## src/rtl/bmp_pkg.sv

```systemverilog
`default_nettype none
// ============================================================================
// Module      : bmp_pkg
// Description : Shared definitions for the bitmap SPI frame loader: command
//               codes, FSM state encoding and status-byte bit positions.
// Revision    : 1.0 - initial release
// ============================================================================
package bmp_pkg;

  // Command byte values
  localparam logic [7:0] CMD_WRITE  = 8'hA5;
  localparam logic [7:0] CMD_STATUS = 8'h5A;

  // FSM state encoding
  localparam int STATE_W = 4;
  localparam logic [STATE_W-1:0] S_IDLE     = 4'd0;
  localparam logic [STATE_W-1:0] S_CMD      = 4'd1;
  localparam logic [STATE_W-1:0] S_ADDR_H   = 4'd2;
  localparam logic [STATE_W-1:0] S_ADDR_L   = 4'd3;
  localparam logic [STATE_W-1:0] S_LEN_H    = 4'd4;
  localparam logic [STATE_W-1:0] S_LEN_L    = 4'd5;
  localparam logic [STATE_W-1:0] S_DATA     = 4'd6;
  localparam logic [STATE_W-1:0] S_WAIT_END = 4'd7;
  localparam logic [STATE_W-1:0] S_ERR      = 4'd8;

  typedef enum logic [STATE_W-1:0] {
    ST_IDLE     = S_IDLE,
    ST_CMD      = S_CMD,
    ST_ADDR_H   = S_ADDR_H,
    ST_ADDR_L   = S_ADDR_L,
    ST_LEN_H    = S_LEN_H,
    ST_LEN_L    = S_LEN_L,
    ST_DATA     = S_DATA,
    ST_WAIT_END = S_WAIT_END,
    ST_ERR      = S_ERR
  } state_t;

  // Status byte bit positions (remaining bits read as zero)
  localparam int STS_ERR_BIT = 7;
  localparam int STS_OVF_BIT = 6;

  function automatic logic [7:0] status_byte(input logic err, input logic ovf);
    logic [7:0] b;
    b              = 8'h00;
    b[STS_ERR_BIT] = err;
    b[STS_OVF_BIT] = ovf;
    return b;
  endfunction

endpackage
`default_nettype wire

```

## src/rtl/bmp_wr_buffer.sv

```systemverilog
`default_nettype none
// ============================================================================
// Module      : bmp_wr_buffer
// Description : One-entry write buffer between the payload byte stream and
//               the pixel memory write port.
// Revision    : 1.0 - initial release
// Ports       : Clk, Reset_n      clock / async active-low reset
//               i_push, i_data    payload byte offered for buffering
//               i_mem_ready       memory accepts a write this cycle
//               o_we, o_data      registered write request and data
//               o_fire            handshake (o_we & i_mem_ready) this cycle
//               o_overflow        byte offered while full and memory stalled
// ============================================================================
module bmp_wr_buffer (
  input  logic       Clk,
  input  logic       Reset_n,
  input  logic       i_push,
  input  logic [7:0] i_data,
  input  logic       i_mem_ready,
  output logic       o_we,
  output logic [7:0] o_data,
  output logic       o_fire,
  output logic       o_overflow
);

  logic       r_valid;
  logic [7:0] r_data;
  logic       w_fire;
  logic       w_accept;

  assign w_fire     = r_valid & i_mem_ready;
  // A drain in the same cycle frees the slot, so refill is lossless.
  assign w_accept   = i_push & (~r_valid | i_mem_ready);
  assign o_overflow = i_push & r_valid & ~i_mem_ready;

  always_ff @(posedge Clk or negedge Reset_n) begin
    if (!Reset_n) begin
      r_valid <= 1'b0;
      r_data  <= 8'h00;
    end else if (w_accept) begin
      r_valid <= 1'b1;
      r_data  <= i_data;
    end else if (w_fire) begin
      r_valid <= 1'b0;
    end
  end

  assign o_we   = r_valid;
  assign o_data = r_data;
  assign o_fire = w_fire;

endmodule
`default_nettype wire

```

## src/rtl/bmp_spi_loader.sv

```systemverilog
`default_nettype none
// ============================================================================
// Module      : bmp_spi_loader
// Description : Parses SPI command frames (cmd, 16-bit address, 16-bit count)
//               and turns the payload into single-byte pixel memory writes.
//               Reports status to the host and flags protocol errors.
// Revision    : 1.0 - initial release
// Ports       : Clk, Reset_n          clock / async active-low reset
//               CS_n                  synchronized frame select (low = open)
//               Rx_Byte, Rx_Valid     received byte strobe
//               Mem_Ready             memory accepts a write
//               Mem_We/Addr/Data      memory write request
//               Tx_Byte               status byte for the host
//               Busy, Done, Err       frame status flags
// ============================================================================
module bmp_spi_loader
  import bmp_pkg::*;
#(
  parameter int ADDR_W      = 16,
  parameter int TIMEOUT_CYC = 1024
) (
  input  logic              Clk,
  input  logic              Reset_n,
  input  logic              CS_n,
  input  logic [7:0]        Rx_Byte,
  input  logic              Rx_Valid,
  input  logic              Mem_Ready,
  output logic              Mem_We,
  output logic [ADDR_W-1:0] Mem_Addr,
  output logic [7:0]        Mem_Data,
  output logic [7:0]        Tx_Byte,
  output logic              Busy,
  output logic              Done,
  output logic              Err
);

  localparam int              c_TMR_W   = $clog2(TIMEOUT_CYC + 1);
  localparam logic [c_TMR_W-1:0] c_TMR_MAX = c_TMR_W'(TIMEOUT_CYC);

  state_t              r_state;
  logic                r_cs_d;
  logic [7:0]          r_addr_h;
  logic [ADDR_W-1:0]   r_addr;
  logic [15:0]         r_count;    // writes still to be accepted by memory
  logic [15:0]         r_rx_left;  // payload bytes still to be received
  logic [c_TMR_W-1:0]  r_timer;
  logic                r_err;
  logic                r_ovf;
  logic                r_err_last;
  logic                r_ovf_last;
  logic [7:0]          r_tx;
  logic                r_busy;
  logic                r_done;

  logic                w_cs_fall;
  logic                w_cs_rise;
  logic                w_active;
  logic                w_abort;
  logic                w_timeout;
  logic                w_push;
  logic                w_fire;
  logic                w_ovf;
  logic [15:0]         w_addr16;
  logic [15:0]         w_len16;

  assign w_cs_fall = r_cs_d & ~CS_n;
  assign w_cs_rise = ~r_cs_d & CS_n;
  // Header and payload states: timeout and early-close apply here only.
  assign w_active  = (r_state != ST_IDLE) && (r_state != ST_WAIT_END) &&
                     (r_state != ST_ERR);
  assign w_abort   = w_active & CS_n;
  assign w_timeout = w_active & (r_timer == c_TMR_MAX);
  assign w_push    = (r_state == ST_DATA) & Rx_Valid & ~CS_n & (r_rx_left != 16'd0);
  assign w_addr16  = {r_addr_h, Rx_Byte};
  assign w_len16   = {r_count[15:8], Rx_Byte};

  bmp_wr_buffer u_buf (
    .Clk         (Clk),
    .Reset_n     (Reset_n),
    .i_push      (w_push),
    .i_data      (Rx_Byte),
    .i_mem_ready (Mem_Ready),
    .o_we        (Mem_We),
    .o_data      (Mem_Data),
    .o_fire      (w_fire),
    .o_overflow  (w_ovf)
  );

  always_ff @(posedge Clk or negedge Reset_n) begin
    if (!Reset_n) begin
      r_state    <= ST_IDLE;
      r_cs_d     <= 1'b1;
      r_addr_h   <= 8'h00;
      r_addr     <= '0;
      r_count    <= 16'd0;
      r_rx_left  <= 16'd0;
      r_timer    <= '0;
      r_err      <= 1'b0;
      r_ovf      <= 1'b0;
      r_err_last <= 1'b0;
      r_ovf_last <= 1'b0;
      r_tx       <= 8'h00;
      r_busy     <= 1'b0;
      r_done     <= 1'b0;
    end else begin
      r_cs_d <= CS_n;
      r_done <= 1'b0;

      if (w_active && !Rx_Valid) r_timer <= r_timer + 1'b1;
      else                       r_timer <= '0;

      // Pending writes drain in any state, including after an abort or error.
      if (w_fire) begin
        r_addr <= r_addr + 1'b1;
        if (r_count != 16'd0) r_count <= r_count - 1'b1;
      end
      if (w_push) r_rx_left <= r_rx_left - 1'b1;

      if (w_cs_rise) begin
        r_err_last <= r_err | w_abort;
        r_ovf_last <= r_ovf;
      end

      case (r_state)
        ST_IDLE: begin
          if (w_cs_fall) begin
            r_state <= ST_CMD;
            r_err   <= 1'b0;
            r_ovf   <= 1'b0;
            r_busy  <= 1'b1;
          end
        end
        ST_WAIT_END, ST_ERR: begin
          if (CS_n) begin
            r_state <= ST_IDLE;
            r_busy  <= 1'b0;
          end
        end
        default: begin
          if (CS_n) begin
            r_state <= ST_IDLE;
            r_busy  <= 1'b0;
            r_err   <= 1'b1;
          end else if (w_timeout) begin
            r_state <= ST_ERR;
            r_err   <= 1'b1;
          end else begin
            case (r_state)
              ST_CMD: if (Rx_Valid) begin
                if (Rx_Byte == CMD_WRITE) begin
                  r_state <= ST_ADDR_H;
                end else if (Rx_Byte == CMD_STATUS) begin
                  r_state <= ST_WAIT_END;
                  r_tx    <= status_byte(r_err_last, r_ovf_last);
                end else begin
                  r_state <= ST_ERR;
                  r_err   <= 1'b1;
                end
              end
              ST_ADDR_H: if (Rx_Valid) begin
                r_addr_h <= Rx_Byte;
                r_state  <= ST_ADDR_L;
              end
              ST_ADDR_L: if (Rx_Valid) begin
                r_addr  <= w_addr16[ADDR_W-1:0];
                r_state <= ST_LEN_H;
              end
              ST_LEN_H: if (Rx_Valid) begin
                r_count[15:8] <= Rx_Byte;
                r_state       <= ST_LEN_L;
              end
              ST_LEN_L: if (Rx_Valid) begin
                if (w_len16 == 16'd0) begin
                  r_state <= ST_WAIT_END;
                  r_done  <= 1'b1;
                end else begin
                  r_count   <= w_len16;
                  r_rx_left <= w_len16;
                  r_state   <= ST_DATA;
                end
              end
              ST_DATA: begin
                if (w_ovf) begin
                  r_state <= ST_ERR;
                  r_err   <= 1'b1;
                  r_ovf   <= 1'b1;
                end else if (w_fire && (r_count == 16'd1)) begin
                  r_state <= ST_WAIT_END;
                  r_done  <= 1'b1;
                end
              end
              default: ;
            endcase
          end
        end
      endcase
    end
  end

  assign Mem_Addr = r_addr;
  assign Tx_Byte  = r_tx;
  assign Busy     = r_busy;
  assign Done     = r_done;
  assign Err      = r_err;

endmodule
`default_nettype wire

```

## config.mk

```make
export PLATFORM = sky130hd
export DESIGN_NAME = bmp_spi_loader
export DESIGN_NICKNAME = d
export VERILOG_FILES = /design/src/rtl/bmp_pkg.sv /design/src/rtl/bmp_wr_buffer.sv /design/src/rtl/bmp_spi_loader.sv
export SDC_FILE = /design/constraint.sdc
export NUM_CORES = 1
export LEC_CHECK = 0
export BUFFER_PORTS_ARGS = -buffer_cell sky130_fd_sc_hd__buf_2
export CORE_ASPECT_RATIO = 1.2
export CORE_MARGIN = 4
export CORE_UTILIZATION = 37
export DETAILED_ROUTE_END_ITERATION = 16
export GPL_TIMING_DRIVEN = 0
export PLACE_DENSITY = 0.61
export REMOVE_ABC_BUFFERS = 1
export SLEW_MARGIN = 40
export SYNTH_ARGS = -nofsm -noshare
export SYNTH_HDL_FRONTEND = slang
export SYNTH_SLANG_ARGS = --single-unit
```

## constraint.sdc

```tcl
create_clock -name Clk -period 3.1 [get_ports Clk]
set_clock_uncertainty 0.2 [all_clocks]
set_input_delay 0.155 -clock Clk [delete_from_list [all_inputs] [get_ports Clk]]
set_output_delay 0.155 -clock Clk [all_outputs]
set_load 0.05 [all_outputs]
```

After elaboration in Yosys (flattened, before gate mapping)
Index checks and enable logic that the tools add are counted.
- mux-type cells: 66
- equality and inequality tests: 28
- bitwise gates (word level): 21
- reductions and logical operators: 24
- add/subtract/negate cells: 4
- operators with widths (kind ; count):
    $mux 16 ; 20
    $mux 4 ; 13
    $ne 5x5->1 const B ; 7
    $reduce_bool 16->1 ; 2
    $sub 16x1->16 const B ; 2
    $pmux 4 s6 ; 1
    $mux 1 ; 23
    $add 16x1->16 const B ; 1
    $eq 16x1->1 const B ; 1
    $eq 4x3->1 const B ; 4
    $logic_not 16->1 ; 1
    $mux 8 ; 2
    $pmux 8 s2 ; 1
    $reduce_and 7->1 ; 2
    $add 11x1->11 const B ; 1
    $and 1x1->1 ; 11
    $eq 11x11->1 const B ; 1
    $mux 11 ; 1
    $reduce_and 9->1 ; 1
    $reduce_bool 9->1 ; 1
    $eq 4x2->1 const B ; 2
    $eq 8x7->1 const B ; 1
    $eq 8x8->1 const B ; 1
    $not 1->1 ; 8
    other kinds (23) ; 35
- input bits: 13
- flip-flop bits (word level): 89
- output and inout bits: 36

Logic depth before layout (Yosys ltp)
- word-level depth: 11
- mapped depth: 9

Cells and area by module
From an unflattened synthesis, not the netlist that was laid out.
- cells, all modules: 549
- area total of the unflattened synthesis: 5051.1 sq um
- modules (own cells, without submodules) (module ; area each (sq um) ; cells an instance ; instances ; sequential area each (sq um)):
    bmp_spi_loader ; 4653.2 ; 526 ; 1 ; 2003.2
    bmp_wr_buffer ; 397.9 ; 23 ; 1 ; 225.2

Worst setup path after synthesis
Ideal clock, no wire load.
- kind: reg-to-reg
- start point: register r_timer[0]
- end point: register r_state[3]
- buffers on the path: 0
- cell stages (with the launch flop): 9
- slack: 0.445 ns
- required time: 2.797 ns
- clock period less this slack: 2.655 ns
- arrival: 2.351 ns
- cells stage by stage: dfrtp_1 -> inv_1 -> ha_1 -> or4b_1 -> nor4_4 -> a21oi_2 -> a221o_1 -> or2_4 -> o41ai_2
- longest elaborated chain between the ends: 5
- elaborated cells between the ends (all ways): 13
- classes of those cells: eq/ne (7); mux (3); bitwise (1); reduce/logical (2)
- RTL lines (item ; line ; RTL):
    from (decl) ; bmp_spi_loader.sv:46 ; logic [c_TMR_W-1:0] r_timer;
    from (signal assigned) ; bmp_spi_loader.sv:109 ; if (w_active && !Rx_Valid) r_timer <= r_timer + 1'b1;
    $eq 11x11->1 * ; bmp_spi_loader.sv:72 ; assign w_timeout = w_active & (r_timer == c_TMR_MAX);
    $and 1x1->1 * ; bmp_spi_loader.sv:72 ;
    parallel branches: the longest is 3 deep, another holds $reduce_and 9->1 ; -- ;
    to (signal assigned) ; bmp_spi_loader.sv:127 ; r_state <= ST_CMD;
    to (signal assigned) ; bmp_spi_loader.sv:141 ; r_state <= ST_IDLE;
    to (signal assigned) ; bmp_spi_loader.sv:145 ; r_state <= ST_ERR;
    to (decl) ; bmp_spi_loader.sv:40 ; state_t r_state;
Every way passes the cells marked *.
A chain may end at the register's enable or synchronous reset.

Worst setup path in the final report
- start point: register r_state[2]
- end point: register r_count[9]
- longest elaborated chain between the ends: 7
- elaborated cells between the ends (all ways): 17
- classes of those cells: eq/ne (7); mux (4); bitwise (1); reduce/logical (5)
- RTL lines (item ; line ; RTL):
    from (signal assigned) ; bmp_spi_loader.sv:91 ; r_state <= ST_IDLE;
    from (signal assigned) ; bmp_spi_loader.sv:127 ;
    from (signal assigned) ; bmp_spi_loader.sv:135 ; r_state <= ST_IDLE;
    $ne 4x3->1 / $reduce_bool 4->1 (equally long branches) ; bmp_spi_loader.sv:69 ; assign w_active = (r_state != ST_IDLE) && (r_state != ST_WAIT_END) &&
    $logic_and 1x1->1 (2 in a row) ; bmp_spi_loader.sv:69 ;
    $and 1x1->1 ; bmp_spi_loader.sv:72 ;
    $mux 16 ; bmp_spi_loader.sv:144 ; end else if (w_timeout) begin
    $mux 16 ; bmp_spi_loader.sv:140 ; if (CS_n) begin
    $mux 16 ; bmp_spi_loader.sv:124 ; case (r_state)
    to (signal assigned) ; bmp_spi_loader.sv:115 ; if (r_count != 16'd0) r_count <= r_count - 1'b1;
    to (signal assigned) ; bmp_spi_loader.sv:169 ; r_count[15:8] <= Rx_Byte;
    to (signal assigned) ; bmp_spi_loader.sv:177 ; r_count <= w_len16;
    to (decl) ; bmp_spi_loader.sv:44 ; logic [15:0] r_count;
Parallel ways exist; a longest one is shown, timed or not.

==> metrics.md <==
| Metric | Value |
|---|---|
| Fmax | 339 MHz |
| DRT Pass-1 Iters | 4 |
| CTS Sinks | 89 |
| Met1 WL | 5610 um |
| Worst min path class | input pin to asynchronous set/reset pin |
| RSZ-0062 raised after global routing | true |
| CP Max Fanout | 22 |
| Worst EP arrival | 3.01 ns |
| Area Overhead vs Synth | 17.2% |
| Initial Utilization | 38.3% |
| Overflow after GRT | 0 |
| CTS tree | built |
| Vias per cell | 5.57 |
| Core area | 12800 um^2 |
| GRT Total Usage | 16.7% |
| Crit path time final | 2.95 ns |
| Placed wire-length estimate | 8530 um |
| Antenna viol nets, final | 0 |
| Power per cell area | 678 nW/um^2 |
| Worst-Skew Late Latency | 0.35 ns |
| Largest net degree at the start of global routing | 60 |
| Worst vdd ir | 0.000380 V |
| YS warnings | 0 |
| Slew Viols, Final | 0 |
| Final wirelength | 12400 um |
| Top_reg_cell synth | dfrtp_1 |
| Largest cells by area after synthesis | dfrtp_1, nor2_1, a21oi_1, xnor2_1, xor2_1 |
| Syn Inst Count | 524 |
| Ports | 49 |
| Post-Syn Area | 4920 um^2 |
| Nets | 595 |
| Final cell count without fillers | 744 |
| DR iter-0 viols | 379 |
| Critical path data required time | 3.17 ns |
| Die width | 113 um |
| Design area | 5770 um^2 |
| Post-Place Cells | 713 |
| Die area | 15200 um^2 |
| Number of synthesized flops with an enable pin | 0 |
| Mean Syn Cell Area | 9.39 um^2 |
| Actual slew at the worst max-slew pin | 0.789 ns |
| Most common library cells after synthesis | dfrtp_1, nor2_1, a21oi_1 |
| Final period util | 95.0% |
| Antenna violations before repair | 0 |
| H-tree Lvls | 3 |
| Pleak | 2.58 nW |
| Cell Rows | 45 |
| Fin Hold WS | 0.0450 ns |
| Register area share after synthesis | 45.3% |
| Max cap viols | 0 |
| DRC violations left | 0 |
| First-pass GRT wire length | 20500 um |
| Final setup vio count | 0 |
| Share of cells above drive strength 1 | 18.3% |
| Status | complete, no violations |
| Crit path launch type | register |
| Fin. Hold Viols | 0 |
| # port buffers | 42 |
| Cell taking the most area after synthesis | dfrtp_1 |
| WL met2 | 6030 um |
| Power Total | 3.91 mW |
| Crit end category | register |
| CTS Root Cell | clkbuf_16 |
| Max Used Layer | met4 |
| Worst-path clk slew | 0.06 ns |
| Met3 wire length | 519 um |
| WS Path Type | register to register |
| Yosys cell types | 63 |
| Placed Area | 5300 um^2 |
| RePlAce Congestion | 0.882 |
| CTS Buf Count | 9 |
| Die Span Y | 134 um |
| Async SR Flop Fraction | 100% |
| Most frequent cell after synthesis | dfrtp_1 |
| #FFs+latches synth | 89 |
| Vias in the first global route | 4072 |
| Rel. slew slack | 47.3% |
| CTS max path bufs | 2 |
| Total number of vias | 4142 |
| Top-area cell type share of the netlist area | 44.7% |
| Wire per inst | 16.7 um |
| Diodes inserted | 0 |
cell type report:
class,instances,area [um^2]
clock buffers,12,256
repair buffers,60,404
clock inverters,4,27.5
multi-input cells,403,2600
well taps,164,205
flip-flops and latches,89,2230
fillers,1256,7070
inverters,12,45.0
worst max-delay path: stages, from the launching register on:
cell and delay (ns):
dfrtp_1 0.60, nor4bb_1 0.57, o41ai_2 0.25, or4_4 0.73
nor3b_2 0.22, xnor2_1 0.13, a22oi_1 0.17
report_power, final:
part           leakage (nW)  internal [mW]  switching, mW  total [mW]
Combinational          1.24          0.435          0.762        1.20
Clock                 0.143          0.587          0.456        1.04
Sequential             1.20           1.37          0.296        1.67
flip-flops by register name, summed over array words and instances, names as in the netlist:
signal        cells
Busy              1
Done              1
Err               1
Mem_Addr         16
Tx_Byte           2
r_addr_h          8
r_count          16
r_cs_d            1
r_err_last        1
r_ovf             1
r_ovf_last        1
r_rx_left        16
r_state           4
r_timer          11
u_buf.o_data      8
u_buf.o_we        1
layout by cell type, fill, tap and decap left out, types with 11 or more instances in the layout:
cell / Yosys / routed
dfrtp_1: 88 / 86
nor2_1: 78 / 78
a21oi_1: 52 / 52
buf_2: 3 / 42
nand3_1: 25 / 25
xor2_1: 25 / 25
xnor2_1: 25 / 25
nand2_1: 24 / 24
mux2_2: 19 / 19
nand4_1: 15 / 15
nor3_1: 13 / 13
inv_1: 12 / 12
o21ai_0: 12 / 12
dlygate4sd3_1: 0 / 11
through the flow:
| step | setup slack (ns) | TNS [ns] | utilization (%) |
|---|---|---|---|
| after floorplan | 0.0739 | 0 | - |
| after global placement | -0.539 | -11.75 | 40.8 |
| after detailed placement | -0.0593 | -0.0593 | 41.3 |
| after CTS | 0.0480 | 0 | 44.3 |
| after global routing | -0.0146 | -0.0146 | 44.9 |
| final | 0.154 | 0 | 44.9 |
repair_timing:
| action | CTS | global route |
|---|---|---|
| buffers inserted | 0 | 3 |
| endpoints found under the setup margin | 1 | 19 |
| hold endpoints to repair | 106 | 1 |
| pin swaps | 0 | 3 |
| gates resized for setup | 1 | 8 |
| cloned | 0 | 1 |
| hold buffers | 10 | 1 |
path summary, 6_finish.rpt:
kind / slack [ns] / depth (start not counted) / startpoint / endpoint
worst max-delay path: 0.15 / 6 / r_state[2] / r_count[9]
worst min-delay path: 0.05 / 2 / Reset_n / r_timer[5]
worst max register to register: 0.15 / 6 / r_state[2] / r_count[9]
worst min register to register: 0.30 / 1 / u_buf.o_data[4] / u_buf.o_data[4]
max in group asynchronous: 2.07 / 3 / Reset_n / r_count[11]
min in group Clk: 0.05 / 3 / Mem_Ready / u_buf.o_we
cell families (layout without fill, tap and decap cells):
family / after synthesis / in the layout / share of synthesized area, %
XOR/XNOR: 50 / 50 / 8.90
multiplexers: 21 / 21 / 4.75
buffers and inverters: 38 / 88 / 3.43
AO/OA/AOI/OAI: 101 / 101 / 12.5
flip-flops: 89 / 89 / 45.3
adder cells (fa/ha/maj): 7 / 7 / 1.78
other: 1 / 6 / 0.0762
AND/OR/NAND/NOR: 217 / 218 / 23.3
per-layer routing:
metal | up-vias | global-route usage, %
met3 | 23 | 3.52
met1 | 2051 | 21.8
met4 | 0 | 6.68
met2 | 93 | 27.1
met5 | - | 0
li1 | 1975 | -
Power figures use the tool's default switching activity.
